===== config.mk =====
export PLATFORM = sky130hd
export DESIGN_NAME = vga_sync_monitor
export DESIGN_NICKNAME = d
export VERILOG_FILES = /design/src/rtl/vga_sync_monitor_pkg.sv /design/src/rtl/vga_sync_monitor_edge.sv /design/src/rtl/vga_sync_monitor.sv
export SDC_FILE = /design/constraint.sdc
export NUM_CORES = 1
export LEC_CHECK = 0
export ABC_AREA = 1
export BUFFER_PORTS_ARGS = -buffer_cell sky130_fd_sc_hd__buf_2
export CAP_MARGIN = 5
export CORE_AREA = 2 2 102 104
export DETAILED_ROUTE_END_ITERATION = 6
export DIE_AREA = 0 0 104 106
export PLACE_DENSITY = 0.9
export SYNTH_ARGS = -nofsm -noshare
export SYNTH_HDL_FRONTEND = slang
export SYNTH_SLANG_ARGS = --single-unit

===== constraint.sdc =====
create_clock -name clk -period 7.2 [get_ports clk]
set_input_delay 1.44 -clock clk [delete_from_list [all_inputs] [get_ports clk]]
set_output_delay 1.44 -clock clk [all_outputs]
set_load 0.02 [all_outputs]

===== src/rtl/vga_sync_monitor_pkg.sv =====
// Shared VGA 640x480 timing defaults, error bit positions and monitor FSM encodings.
package vga_sync_monitor_pkg;

  localparam int unsigned HTotalDef     = 800;
  localparam int unsigned HSyncDef      = 96;
  localparam int unsigned HActiveDef    = 640;
  localparam int unsigned VTotalDef     = 525;
  localparam int unsigned VSyncDef      = 2;
  localparam int unsigned VActiveDef    = 480;
  localparam int unsigned LockFramesDef = 2;

  localparam int unsigned ErrHPeriod = 0;
  localparam int unsigned ErrHWidth  = 1;
  localparam int unsigned ErrVPeriod = 2;
  localparam int unsigned ErrVWidth  = 3;
  localparam int unsigned ErrActive  = 4;

  localparam logic [1:0] StSearch  = 2'd0;
  localparam logic [1:0] StAcquire = 2'd1;
  localparam logic [1:0] StLocked  = 2'd2;

  function automatic logic [11:0] sat_inc12(input logic [11:0] v);
    return (v == 12'hfff) ? v : v + 12'd1;
  endfunction

endpackage


===== src/rtl/vga_sync_monitor_edge.sv =====
// Registers one sync input, normalises it to active-high and flags its assert/deassert edges.
module vga_sync_monitor_edge #(
  parameter bit ActiveLow = 1'b1
) (
  input  logic clk_i,
  input  logic rst_ni,
  input  logic sync_i,
  output logic active_o,
  output logic assert_o,
  output logic deassert_o
);

  logic act_q;
  logic prev_q;

  always_ff @(posedge clk_i or negedge rst_ni) begin
    if (!rst_ni) begin
      act_q  <= 1'b0;
      prev_q <= 1'b0;
    end else begin
      act_q  <= sync_i ^ ActiveLow;
      prev_q <= act_q;
    end
  end

  assign active_o   = act_q;
  assign assert_o   = act_q & ~prev_q;
  assign deassert_o = ~act_q & prev_q;

endmodule


===== src/rtl/vga_sync_monitor.sv =====
// Receive-side VGA timing monitor: measures line/frame geometry, tracks lock, flags sticky
// deviations and recovers active-area pixel coordinates.
module vga_sync_monitor
  import vga_sync_monitor_pkg::*;
#(
  parameter int unsigned H_TOTAL         = HTotalDef,
  parameter int unsigned H_SYNC          = HSyncDef,
  parameter int unsigned H_ACTIVE        = HActiveDef,
  parameter int unsigned V_TOTAL         = VTotalDef,
  parameter int unsigned V_SYNC          = VSyncDef,
  parameter int unsigned V_ACTIVE        = VActiveDef,
  parameter bit          SYNC_ACTIVE_LOW = 1'b1,
  parameter int unsigned LOCK_FRAMES     = LockFramesDef
) (
  input  logic        clk,
  input  logic        reset_n,
  input  logic        vga_h_sync,
  input  logic        vga_v_sync,
  input  logic        in_display_area,
  input  logic        clear_err,
  output logic        locked,
  output logic        frame_done,
  output logic [11:0] line_len,
  output logic [10:0] frame_lines,
  output logic [4:0]  err,
  output logic        rx_valid,
  output logic [9:0]  rx_x,
  output logic [9:0]  rx_y
);

  localparam logic [11:0] HTotal   = 12'(H_TOTAL);
  localparam logic [11:0] HTimeout = 12'(2 * H_TOTAL);
  localparam logic [11:0] HSync    = 12'(H_SYNC);
  localparam logic [11:0] HActive  = 12'(H_ACTIVE);
  localparam logic [10:0] VTotal   = 11'(V_TOTAL);
  localparam logic [10:0] VSync    = 11'(V_SYNC);
  localparam logic [10:0] VActive  = 11'(V_ACTIVE);
  localparam logic [3:0]  LockCnt  = 4'(LOCK_FRAMES);

  logic hs_act, hs_asrt, hs_deasrt;
  logic vs_act, vs_asrt, vs_deasrt;

  vga_sync_monitor_edge #(.ActiveLow(SYNC_ACTIVE_LOW)) u_hs_edge (
    .clk_i      (clk),
    .rst_ni     (reset_n),
    .sync_i     (vga_h_sync),
    .active_o   (hs_act),
    .assert_o   (hs_asrt),
    .deassert_o (hs_deasrt)
  );

  vga_sync_monitor_edge #(.ActiveLow(SYNC_ACTIVE_LOW)) u_vs_edge (
    .clk_i      (clk),
    .rst_ni     (reset_n),
    .sync_i     (vga_v_sync),
    .active_o   (vs_act),
    .assert_o   (vs_asrt),
    .deassert_o (vs_deasrt)
  );

  logic        de_q;
  logic [11:0] h_cnt_q, h_cnt_d, hs_w_q, hs_w_d, de_cnt_q, de_cnt_d;
  logic [11:0] line_len_q, line_len_d;
  logic [10:0] v_lines_q, v_lines_d, vs_w_q, vs_w_d, act_lines_q, act_lines_d;
  logic [10:0] frame_lines_q, frame_lines_d;
  logic [9:0]  rx_y_q, rx_y_d;
  logic [4:0]  err_q, err_d, new_err;
  logic [3:0]  good_q, good_d;
  logic [1:0]  state_q, state_d;
  logic        h_seen_q, h_seen_d, frame_err_q, frame_err_d;
  logic        locked_q, locked_d, frame_done_q, frame_done_d;
  logic        tracking, chk_h, line_full, timeout;
  logic [10:0] v_lines_inc, act_inc;

  // Checks only run once the timing is followed: partial lines/frames after reset are ignored.
  assign tracking    = (state_q != StSearch);
  assign chk_h       = tracking && h_seen_q;
  assign line_full   = (de_cnt_q == HActive);
  assign v_lines_inc = v_lines_q + {10'd0, hs_asrt};
  assign act_inc     = act_lines_q + {10'd0, hs_asrt && line_full};
  assign timeout     = tracking && !hs_asrt && (h_cnt_q == HTimeout);

  always_comb begin
    new_err             = '0;
    new_err[ErrHPeriod] = (chk_h && hs_asrt && (h_cnt_q + 12'd1) != HTotal) || timeout;
    new_err[ErrHWidth]  = chk_h && hs_deasrt && (hs_w_q != HSync);
    new_err[ErrVPeriod] = tracking && vs_asrt && (v_lines_inc != VTotal);
    new_err[ErrVWidth]  = tracking && vs_deasrt && (vs_w_q != VSync);
    new_err[ErrActive]  = (chk_h && hs_asrt && de_cnt_q != '0 && !line_full) ||
                          (tracking && vs_asrt && act_inc != VActive);
  end

  always_comb begin
    h_cnt_d       = hs_asrt ? '0 : sat_inc12(h_cnt_q);
    hs_w_d        = hs_asrt ? 12'd1 : (hs_act ? hs_w_q + 12'd1 : hs_w_q);
    de_cnt_d      = hs_asrt ? '0 : de_cnt_q + {11'd0, de_q};
    h_seen_d      = h_seen_q | hs_asrt;
    line_len_d    = (hs_asrt && h_seen_q) ? h_cnt_q + 12'd1 : line_len_q;
    // A line closed on the same clock as the frame is counted into that frame.
    v_lines_d     = vs_asrt ? '0 : v_lines_inc;
    act_lines_d   = vs_asrt ? '0 : act_inc;
    vs_w_d        = vs_asrt ? {10'd0, hs_asrt} : (vs_act ? vs_w_q + {10'd0, hs_asrt} : vs_w_q);
    frame_lines_d = (vs_asrt && tracking) ? v_lines_inc : frame_lines_q;
    rx_y_d        = vs_asrt ? '0 : ((hs_asrt && de_cnt_q != '0) ? rx_y_q + 10'd1 : rx_y_q);
    err_d         = (clear_err ? '0 : err_q) | new_err;
    frame_err_d   = vs_asrt ? 1'b0 : (frame_err_q | (|new_err));
    frame_done_d  = vs_asrt && tracking;

    state_d = state_q;
    good_d  = good_q;
    case (state_q)
      StSearch: begin
        if (vs_asrt) begin
          state_d = StAcquire;
          good_d  = '0;
        end
      end
      StAcquire: begin
        if (vs_asrt) begin
          if (frame_err_q || (|new_err)) begin
            good_d = '0;
          end else begin
            good_d = good_q + 4'd1;
            if (good_q + 4'd1 == LockCnt) state_d = StLocked;
          end
        end
      end
      StLocked: begin
        if (|new_err) begin
          state_d = StAcquire;
          good_d  = '0;
        end
      end
      default: state_d = StSearch;
    endcase
    if (timeout) begin
      state_d = StSearch;
      good_d  = '0;
    end
    locked_d = (state_d == StLocked);
  end

  always_ff @(posedge clk or negedge reset_n) begin
    if (!reset_n) begin
      de_q          <= 1'b0;
      h_cnt_q       <= '0;
      hs_w_q        <= '0;
      de_cnt_q      <= '0;
      h_seen_q      <= 1'b0;
      line_len_q    <= '0;
      v_lines_q     <= '0;
      act_lines_q   <= '0;
      vs_w_q        <= '0;
      frame_lines_q <= '0;
      rx_y_q        <= '0;
      err_q         <= '0;
      frame_err_q   <= 1'b0;
      frame_done_q  <= 1'b0;
      state_q       <= StSearch;
      good_q        <= '0;
      locked_q      <= 1'b0;
    end else begin
      de_q          <= in_display_area;
      h_cnt_q       <= h_cnt_d;
      hs_w_q        <= hs_w_d;
      de_cnt_q      <= de_cnt_d;
      h_seen_q      <= h_seen_d;
      line_len_q    <= line_len_d;
      v_lines_q     <= v_lines_d;
      act_lines_q   <= act_lines_d;
      vs_w_q        <= vs_w_d;
      frame_lines_q <= frame_lines_d;
      rx_y_q        <= rx_y_d;
      err_q         <= err_d;
      frame_err_q   <= frame_err_d;
      frame_done_q  <= frame_done_d;
      state_q       <= state_d;
      good_q        <= good_d;
      locked_q      <= locked_d;
    end
  end

  assign locked      = locked_q;
  assign frame_done  = frame_done_q;
  assign line_len    = line_len_q;
  assign frame_lines = frame_lines_q;
  assign err         = err_q;
  assign rx_valid    = de_q;
  assign rx_x        = de_cnt_q[9:0];
  assign rx_y        = rx_y_q;

endmodule


* After elaboration in Yosys (flattened, before gate mapping)
Cells that the tools add are included.
Operators by class: bitwise operators 13, $add $sub $neg 8, reductions and logical operators 31, eq/ne operators 16, mux-type cells 26
Operators with widths (count):
- 12-bit two-way mux | 5
- 11-bit two-way mux | 4
- 11-bit by 1-bit adder with 11-bit output | 3
- 12-bit by 1-bit adder with 12-bit output (second input constant) | 2
- 10-bit two-way mux | 2
- 4-bit two-way mux | 5
- 1-bit logical AND | 17
- 12-bit by 1-bit adder with 12-bit output | 1
- 12-bit by 10-bit equality test with 1-bit output (second input constant) | 1
- 12-bit by 11-bit equality test with 1-bit output (second input constant) | 1
- 12-bit equality test (second input constant) | 1
- 2-bit two-way mux | 6
- 12-bit by 10-bit inequality test with 1-bit output (second input constant) | 1
- 12-bit by 7-bit inequality test with 1-bit output (second input constant) | 1
- 4-bit one-hot mux with 3 select lines | 1
- 12-bit nonzero test | 1
- 11-bit by 10-bit inequality test with 1-bit output (second input constant) | 1
- 11-bit by 2-bit inequality test with 1-bit output (second input constant) | 1
- 11-bit by 9-bit inequality test with 1-bit output (second input constant) | 1
- 10-bit by 1-bit adder with 10-bit output (second input constant) | 1
- 3-bit inequality test (second input constant) | 3
- 2-bit nonzero test | 4
- 1-bit NOT | 6
- 2-bit one-hot mux with 3 select lines | 1
- other kinds (16) | 24
Word-level totals: register bits 122, output and inout port bits 51, input bits 6, logic and storage cells 115

* Longest topological paths before layout
Gate-level depths: netlist (run 1).
word-level depth 14, gate-level depth with buffers 22

* Cells and area by module
From an unflattened synthesis (run 1), not the netlist that was laid out.
Unflattened totals: cells, all modules 759, area total of the unflattened synthesis 6093.3 um2
Modules (own cells, without submodules):
- vga_sync_monitor | sequential area each 2952.8 um2, area each 5955.7 um2, instances 1, cells an instance 745
- vga_sync_monitor_edge | sequential area each 50.0 um2, area each 68.8 um2, instances 2, cells an instance 7

* Least setup slack after synthesis (run 1)
Ideal clock, no wire load.
kind register to register, start reg u_hs_edge.act_q (netlist: u_hs_edge.active_o), end reg good_q[0], data arrival time 2838 ps, path buffers 2, path slack 4287 ps, cell stages (with the launch flop) 21, required time 7126 ps, cell sequence dfrtp_1 > nand2_1 > inv_1 > buf_2 > clkbuf_1 > ha_1 > ha_1 > nand2_1 > nor2_2 > nand3_1 > nand2_1 > nand2_1 > nor2_1 > nand2_1 > nand2_1 > nand2_4 > nor2_8 > nand3_4 > o21ai_4 > nand2_2 > o21ai_2
On the way: word-level cells in the longest chain between the ends 12, elaborated cells on any way between the ends 32
RTL lines:
- from (decl) | RTL line vga_sync_monitor_edge.sv:13 | logic act_q;
- from (signal assigned) | RTL line vga_sync_monitor_edge.sv:21 | act_q <= sync_i ^ ActiveLow;
- 1-bit AND | RTL line vga_sync_monitor_edge.sv:27 | assign assert_o = act_q & ~prev_q;
- 1-bit logical AND | RTL line vga_sync_monitor.sv:80 | assign act_inc = act_lines_q + {10'd0, hs_asrt && line_full};
- 11-bit by 1-bit adder with 11-bit output | RTL line vga_sync_monitor.sv:80
- 11-bit by 9-bit inequality test with 1-bit output | RTL line vga_sync_monitor.sv:90 | (tracking && vs_asrt && act_inc != VActive);
- 1-bit logical AND | RTL line vga_sync_monitor.sv:90
- 1-bit logical OR | RTL line vga_sync_monitor.sv:89 | new_err[ErrActive] = (chk_h && hs_asrt && de_cnt_q != '0 && !line_full) ||
- 5-bit OR reduction | RTL line vga_sync_monitor.sv:120, vga_sync_monitor.sv:129
- 1-bit logical OR | RTL line vga_sync_monitor.sv:120 | if (frame_err_q || (|new_err)) begin
- 4-bit two-way mux | RTL line vga_sync_monitor.sv:120
- 4-bit two-way mux | RTL line vga_sync_monitor.sv:119 | if (vs_asrt) begin
- 4-bit one-hot mux with 3 select lines | RTL line vga_sync_monitor.sv:111 | case (state_q)
- 4-bit two-way mux | RTL line vga_sync_monitor.sv:136 | if (timeout) begin
- to (signal assigned) | RTL line vga_sync_monitor.sv:178 | good_q <= good_d;
- to (decl) | RTL line vga_sync_monitor.sv:68 | logic [3:0] good_q, good_d;
Several ways; a longest one is shown, not always the timed one. The select of a mux whose other input is x is not followed. A chain may end at the register's enable or synchronous reset.

* Final worst setup path (run 1)
start reg u_hs_edge.act_q (netlist: u_hs_edge.active_o), end reg state_q[1]
On the way: word-level cells in the longest chain between the ends 12, elaborated cells on any way between the ends 28
RTL lines:
- 1-bit AND | RTL line vga_sync_monitor_edge.sv:27
- 1-bit logical AND | RTL line vga_sync_monitor.sv:80
- 11-bit by 1-bit adder with 11-bit output | RTL line vga_sync_monitor.sv:80
- 11-bit by 9-bit inequality test with 1-bit output | RTL line vga_sync_monitor.sv:90
- 1-bit logical AND | RTL line vga_sync_monitor.sv:90
- 1-bit logical OR | RTL line vga_sync_monitor.sv:89
- 5-bit OR reduction | RTL line vga_sync_monitor.sv:120, vga_sync_monitor.sv:129
- 1-bit logical OR | RTL line vga_sync_monitor.sv:120
- 2-bit two-way mux | RTL line vga_sync_monitor.sv:120
- 2-bit two-way mux | RTL line vga_sync_monitor.sv:119
- 2-bit one-hot mux with 3 select lines | RTL line vga_sync_monitor.sv:111
- 2-bit two-way mux * | RTL line vga_sync_monitor.sv:136
- net state_d[1] | RTL line vga_sync_monitor.sv:69 | logic [1:0] state_q, state_d;
- to (signal assigned) | RTL line vga_sync_monitor.sv:159 | state_q <= StSearch;
- to (signal assigned) | RTL line vga_sync_monitor.sv:177 | state_q <= state_d;
- to (decl) | RTL line vga_sync_monitor.sv:69
The timed path passes the listed nets; every way through them passes the cells marked *.

==> reports/summary.md, run 1 <==
The number of nets in the synthesized netlist is 785. The cell total after placement is 935. The proportion of layout cells with a drive suffix above 1 came out at 14.9%. The die covers 11000 um2.

The headroom to the max-slew limit was 48.2%. Among all flip-flop cells after synthesis, the most frequent one is dfrtp_1. Setup repair after global routing left no endpoint under its margin. STA puts the critical path data arrival time at 3.93 ns.

The synthesized design contains 0 enable-type register cells. The run gives 3.70 ns as the worst setup slack for register-to-register paths. The largest net degree at the start of global routing was 64; the minimum hold slack was 0.466 ns. The clock transition time at the flip-flop clock pins of the worst setup and hold paths is 0.06 ns, and the number of violations of the max-capacitance limit is 0. The most critical setup path has its endpoint at state_q[1]. The number of hold buffers added after CTS was 0.

H-tree depth: 4. The leakage power summed over all cells was 3.54 nW; the post-synthesis sequential element count was 122. Buffers added to address setup during post-CTS repair amount to 0. The tools report the total congestion overflow after global routing as 0. Measured on the finished design, the core utilization comes to 70.8%. The count of vias placed by the detailed router is 5363. In the layout the commonest cells are nand2_1 (154), dfrtp_1 (122), inv_1 (111). For the final routed database, the setup TNS stands at 0 ns. The clock buffer count from CTS was 17; the total length of routed wires was 14300 um. For this run, design rule violations remaining after detail routing come to 0. The die is 104 um wide. 57 I/O pins were placed. The endpoint identified for the worst register-to-register timing path is state_q[1].

Along the worst path, the maximum fanout reaches 21. The biggest area contributor in the post-synthesis netlist is dfrtp_1. The tools report the global placer's final weighted congestion as 0.896. For this run, asynchronously set or reset flops after synthesis account for 100%. Dividing the detail-routed via count by the number of cells gives 5.55. For this design, the sink count on the clock tree is 122. The core region is 10000 um2. Synthesis produced a netlist whose cell count is 764. Across the VDD grid, the largest voltage drop is 0.177 mV. Dividing the detail-routed wire length by the instance count gives 14.8 um. The worst register-to-register path begins at u_hs_edge.active_o. TritonCTS built the clock tree. After synthesis, the cell types taking the most area are dfrtp_1 (50%), nand2_1 (9.4%), inv_1 (6.8%), o21ai_0 (5.9%), nor2_1 (5.7%). The number of hold violations in the final report is 0.

For this run, the total global-route usage over all layers was measured as 27.2%. The count of synthesis-stage warnings from yosys came out at 0. The path type of the worst min-delay path was flip-flop to flip-flop.

Most common cell after layout, fill and taps aside: nand2_1. For the starting utilization of the core area, the log shows 61.5%. For the worst flop-to-flop path, the logic depth is 16. Filler-free cell count of the finished design: 967.

The vertical extent of the die was 106 um. The number of global-route vias before repair is 5221. Actual slew at the worst max-slew pin: 0.777 ns. The fmax was 0.286 GHz.

The run finished with clean final reports. The count of antenna-violating nets left after detailed routing was 0. The first global-routing pass estimated 24000 um of wire. In the finished design, the share of the clock period the worst path needs comes to 48.6%.

The post-cts repair resize count came out at 0. The total half-perimeter wirelength after legalization and detailed placement is 8840 um, and the overall power of the completed layout is 0.00190 W. Data on the critical path is required at its endpoint by 7.63 ns. The power density over the cells is 269 nW/um2. The tools report the type of element launching the critical path as a flip-flop. The detailed router finished its first iteration with 399 violations. For this run, the detailed router's first-pass iteration total came to 6. For the final database, setup skew stands at 0.00895 ns. The post-layout minimum cycle time works out to 3.50 ns. For the number of antenna diodes, the log shows 0. The number of antenna violations at the first check in global routing came out at 0. The setup path with the least slack is of type flip-flop to flip-flop. The cell area that synthesis handed to floorplanning was 6150 um2. The tools report the final number of max-transition violations as 0. CTS placed an instance of clkbuf_8 at the clock tree root.

After floorplanning, the core was divided into 37 placement rows. The later pin in the worst-skew pair is clocked with a latency of 0.53 ns. The worst setup path is captured at a flip-flop. The area growth from synthesis to layout is 15.1%, and the number of buffer cells added on primary ports is 56.

Dividing the synthesized area by the synthesized cell count gives 8.05 um2. The tools report the register area share after synthesis as 49.6%. The source of the critical timing path was u_hs_edge.active_o. Setup violations remaining at the end of the flow were counted as 0.

The run gives 839 as the final net count. The clock tree buffer depth was 2. The run gives 35 as the count of different cell masters after synthesis. Summed over its instances, the top area cell type makes up 49.6% of the synthesized netlist area.
through the flow:
step | area (um2) | setup slack [ns]
2_1_floorplan | 6150 | 4.29
3_3_place_gp | 6500 | 4.08
3_5_place_dp | 6500 | 3.93
4_1_cts | 7080 | 3.73
5_1_grt | 7080 | 3.42
6_report | 7080 | 3.70
area by class of cell:
cell class | count | area [um2]
tap | 136 | 170
clock inverter | 13 | 145
sequential | 122 | 3050
timing repair buffer | 59 | 305
multi-input combinational | 506 | 2550
fill | 746 | 2920
clock buffer | 19 | 432
inverter | 112 | 420
metal layers:
| layer | vias up | part of all wire [%] | GRT usage (%) |
|---|---|---|---|
| li1 | 2561 | - | - |
| met1 | 2505 | 42 | 34.1 |
| met2 | 253 | 49 | 45.8 |
| met3 | 44 | 6.8 | 5.82 |
| met4 | 0 | 2.9 | 12.2 |
| met5 | - | 0 | 0 |
sequential cells by signal, indices dropped and copies added, names as in the netlist, 2 cells and up:
| name | flops |
|---|---|
| h_cnt_q | 12 |
| vs_w_q | 11 |
| frame_lines | 11 |
| v_lines_q | 11 |
| err | 5 |
| de_cnt_q | 12 |
| good_q | 4 |
| line_len | 12 |
| hs_w_q | 12 |
| rx_y | 10 |
| act_lines_q | 11 |
| state_q | 2 |
worst min path at each step:
stage	startpoint	endpoint	slack, ns	cells after the start
detailed placement	rx_y[9]	rx_y[9]	0.45	1
CTS	rx_y[9]	rx_y[9]	0.47	1
floorplan	h_seen_q	h_seen_q	0.43	2
global route	line_len[10]	line_len[10]	0.51	2
global placement	rx_y[9]	rx_y[9]	0.45	1
finish	rx_y[9]	rx_y[9]	0.47	1
Yosys cell counts (2+ instances only):
library cell  instances
nand2_1             154
nor3_1               24
nand2_2              10
ha_1                 15
nor2_1               93
dfrtp_1             122
o21ai_0              73
nand4_1              15
o21ai_2               4
clkbuf_1             12
nor2_2                5
inv_1               111
nand2_4               3
a221oi_1              2
nor4_1                3
nor2_4                2
a21oi_1              34
and3_1                5
nand3_2               2
xnor2_1               4
nand3_1              44
nand3b_1              2
buf_4                10
nor2_8                2
o21bai_1              2
xor2_1                2
power by group:
| part | internal [W] | total [W] | switching, W |
|---|---|---|---|
| registers | 0.000740 | 0.000794 | 0.0000538 |
| logic | 0.0000869 | 0.000281 | 0.000194 |
| clock network | 0.000503 | 0.000830 | 0.000326 |
cells by family after synthesis:
kind of cell	share of synthesized area [%]
buffers and inverters	8.93
AO/OA/AOI/OAI	10.6
flip-flops	49.6
AND/OR/NAND/NOR	26.9
adder cells (fa/ha/maj)	3.05
XOR/XNOR	0.854
worst max-delay path: stages, from the launching register on:
cell	delay (ns)
dfrtp_1	0.46
nand2_1	0.11
inv_1	0.56
ha_1	0.38
ha_1	0.20
nand2_1	0.12
nor2_2	0.21
nand3_1	0.09
nand2_1	0.12
nand2_1	0.08
nor2_1	0.14
nand2_1	0.12
nand2_1	0.13
nand2_4	0.08
nor2_8	0.13
nand4_1	0.19
o21ai_0	0.26
Power figures use the tool's default switching activity.
==> run 2: changes to the inputs <==
--- a/config.mk
+++ b/config.mk
@@ -8,10 +8,10 @@
 export ABC_AREA = 1
 export BUFFER_PORTS_ARGS = -buffer_cell sky130_fd_sc_hd__buf_2
 export CAP_MARGIN = 5
-export CORE_AREA = 2 2 102 104
+export CORE_AREA = 2 2 105 107
 export DETAILED_ROUTE_END_ITERATION = 6
-export DIE_AREA = 0 0 104 106
-export PLACE_DENSITY = 0.9
+export DIE_AREA = 0 0 107 109
+export PLACE_DENSITY = 0.86
 export SYNTH_ARGS = -nofsm -noshare
 export SYNTH_HDL_FRONTEND = slang
 export SYNTH_SLANG_ARGS = --single-unit
==> constraint.sdc (replaced) <==
create_clock -name clk -period 3.45 [get_ports clk]
set_input_delay 0.69 -clock clk [delete_from_list [all_inputs] [get_ports clk]]
set_output_delay 0.69 -clock clk [all_outputs]
set_load 0.02 [all_outputs]
==> run 2 against run 1 <==
First-iteration DRC count down 46%. Combinational power up 110%. Critical path depth unchanged. Clock-buffer cell count up 3. Sequential share of layout area down 0.45 points. Total power up 110%. Clock skew down 0.0030 ns. Cell count up 0.83%. Via count down 5.7%. Cell area up 1.1%. Sequential power up 110%. Critical path type unchanged. Critical endpoint is now good_q[2]. Largest cell class unchanged. Largest power group unchanged.
==> reports/summary.md, run 2 (synthesized netlist as in run 1, its figures left out) <==
The power density over the cells was 561 nW/um2 (was 269 nW/um2); the final design area excluding fillers was 7150 um2 (was 7080 um2). The average vias per placed instance was 5.19 (was 5.55). The core utilization of the finished layout was 67.5% (was 70.8%). The maximum fanout along the worst path is 8 (was 21), and the starting utilization of the core area is 58.0% (was 61.5%). The most common cell after layout, fill and taps aside is nand2_1 (unchanged).

Setup repair after global routing left no endpoint under its margin. Final net count: 843 (was 839). The number of design rule violations left after detail routing is 0 (unchanged), and the iteration-0 DRC count of the detailed router is 217 (was 399). TritonCTS built the clock tree. Global-route wire length before repair: 21600 um (was 24000 um). The critical path class was flip-flop to flip-flop (unchanged). The detailed-route wire length per cell was 13.0 um (was 14.8 um); the proportion of layout cells with a drive suffix above 1 was 15.2% (was 14.9%). The total congestion overflow after global routing was 0 (unchanged); the fmax was 0.333 GHz (was 0.286 GHz). For the worst-case clock skew, the log shows 0.00598 ns (was 0.00895 ns).

The clock latency reported for the late side of the worst-skew pair is 0.52 ns (was 0.53 ns). Number of global-route vias before repair: 4795 (was 5221). The post-cts repair resize count was 0 (unchanged).

Area of placed instances: 6550 um2 (was 6500 um2). The run gives 12700 um (was 14300 um) as the total length of routed wires. Endpoint kind of the worst setup timing path: a flip-flop (unchanged). The tools report the total half-perimeter wirelength after legalization and detailed placement as 8730 um (was 8840 um). The tools report the clock tree buffer depth as 2 (unchanged). The number of sinks driven by the clock tree is 122 (unchanged). The arrival time at the worst endpoint was 3.46 ns (was 3.93 ns). The H-tree depth is 4 (unchanged). The floorplan core area was 10600 um2 (was 10000 um2); the count of TritonRoute iterations in the first routing pass was 5 (was 6). Highest-count cells in the layout ignoring fill and taps: nand2_1 (154), dfrtp_1 (122), inv_1 (111) (unchanged). The row count was 38 (was 37); the count of endpoints failing setup in the final report was 0 (unchanged). The logs give 0 (unchanged) for the final number of max-transition violations and 43.0% (was 48.2%) for the headroom to the max-slew limit. The post-layout minimum cycle time is 3.01 ns (was 3.50 ns).

The number of antenna diodes is 0 (unchanged), and the number of buffer cells added on primary ports is 56 (unchanged). The number of hold violations in the final report was 0 (unchanged). The run gives 0.477 ns (was 3.93 ns) as the worst setup slack after placement. Source of the critical timing path: u_hs_edge.active_o (unchanged).

The overall power of the completed layout is 0.00401 W (was 0.00190 W), and the global placer's final weighted congestion is 0.895 (was 0.896). Number of violations of the max-capacitance limit: 0 (unchanged). The count of vias placed by the detailed router is 5059 (was 5363), and the worst IR drop on VDD is 0.500 mV (was 0.177 mV). The required time of the critical path is 3.90 ns (was 7.63 ns).

The path type of the worst min-delay path was input pin to flip-flop (was flip-flop to flip-flop). The clock buffer count from CTS was 17 (unchanged). The startpoint of the most critical register-to-register path is u_hs_edge.active_o (unchanged).

The total track usage was 23.8% (was 27.2%). Area growth from synthesis to layout: 16.3% (was 15.1%). The largest net degree at the start of global routing was 69 (was 64). The vertical extent of the die came out at 109 um (was 106 um). The logs give 0 ns (unchanged) for the aggregate negative setup slack and 57 (unchanged) for the number of I/O pins. The number of antenna violations at the first check in global routing was 0 (unchanged).

The hold path startpoint is in_display_area (was rx_y[9]). The count of hold buffers inserted by post-cts repair came out at 0 (unchanged). The clock transition time at the flip-flop clock pins of the worst setup and hold paths is 0.06 ns (about the same), and the width of the die is 107 um (was 104 um).

The actual slew at the worst max-slew pin was 0.856 ns (was 0.777 ns). The run finished with clean final reports. The leakage power summed over all cells came out at 3.57 nW (was 3.54 nW). The tools report the cell at the root of the clock tree as clkbuf_8 (unchanged). The tools report the post-route worst setup slack as 0.444 ns (was 3.70 ns). The final period utilization came out at 87.1% (was 48.6%). The type of element launching the critical path was a flip-flop (unchanged). The count of antenna-violating nets left after detailed routing is 0 (unchanged). The count of buffers added by post-CTS timing repair for setup is 0 (unchanged). The tools report the area of the die as 11700 um2 (was 11000 um2).
[run 2: changes by cell type in the layout (fill, tap and decap cells not counted), sizes merged]
cell      before  now
bufinv         2    3
buf           59   63
clkinvlp       3    5
clkbuf        19   22
clkinv         7    2
inv          113  112
[run 2: final timing paths]
path | endpoint | slack, ns | cells past startpoint
max in group asynchronous | vs_w_q[10] | 2.41 | 2
setup reg to reg | good_q[2] | 0.44 | 16
min in group asynchronous | de_cnt_q[2] | 0.28 | 1
setup / recovery | good_q[2] | 0.44 | 16
hold reg to reg | rx_y[9] | 0.46 | 1
hold / removal | rx_valid | 0.27 | 1
[run 2: worst max-delay path: stages, from the launching register on]
cell     delay (ns)
dfrtp_1        0.46
nand2_1        0.17
inv_1          0.15
ha_1           0.26
ha_1           0.19
nand2_1        0.15
o21ai_0        0.22
nand2_1        0.12
nor3_1         0.28
nand2_1        0.15
nand2_1        0.17
nand2_4        0.08
nor2_8         0.13
nand3_4        0.10
o21ai_4        0.16
nand2_2        0.09
o21ai_2        0.07
[run 2: layout make-up]
| class | count | area [um2] |
|---|---|---|
| clock inverter | 10 | 141 |
| inverter | 112 | 420 |
| timing repair buffer | 63 | 348 |
| sequential | 122 | 3050 |
| tap | 140 | 175 |
| fill | 860 | 3450 |
| clock buffer | 22 | 463 |
| multi-input combinational | 506 | 2550 |
[run 2: routing by layer]
metal	part of all wire [%]	vias to the layer above	GRT usage (%)	wire (um)
met5	0	-	0	0
met4	1.9	0	10.0	240
met3	3.8	18	5.74	485
met2	50	109	40.3	6330
met1	45	2355	29.3	5670
li1	-	2577	-	-
[run 2: power breakdown]
part | total, W | switching [W] | leakage (nW) | internal, W
clock network | 0.00178 | 0.000625 | 0.279 | 0.00116
logic | 0.000581 | 0.000394 | 1.64 | 0.000187
registers | 0.00165 | 0.000103 | 1.65 | 0.00155
total | 0.00401 | 0.00112 | 3.57 | 0.00289
[run 2: per-stage QoR]
stage	hold slack [ns]	std cells
after floorplan	0.394	764
after CTS	0.248	975
final	0.269	975
after global routing	0.240	975
after global placement	0.448	943
after detailed placement	0.455	943
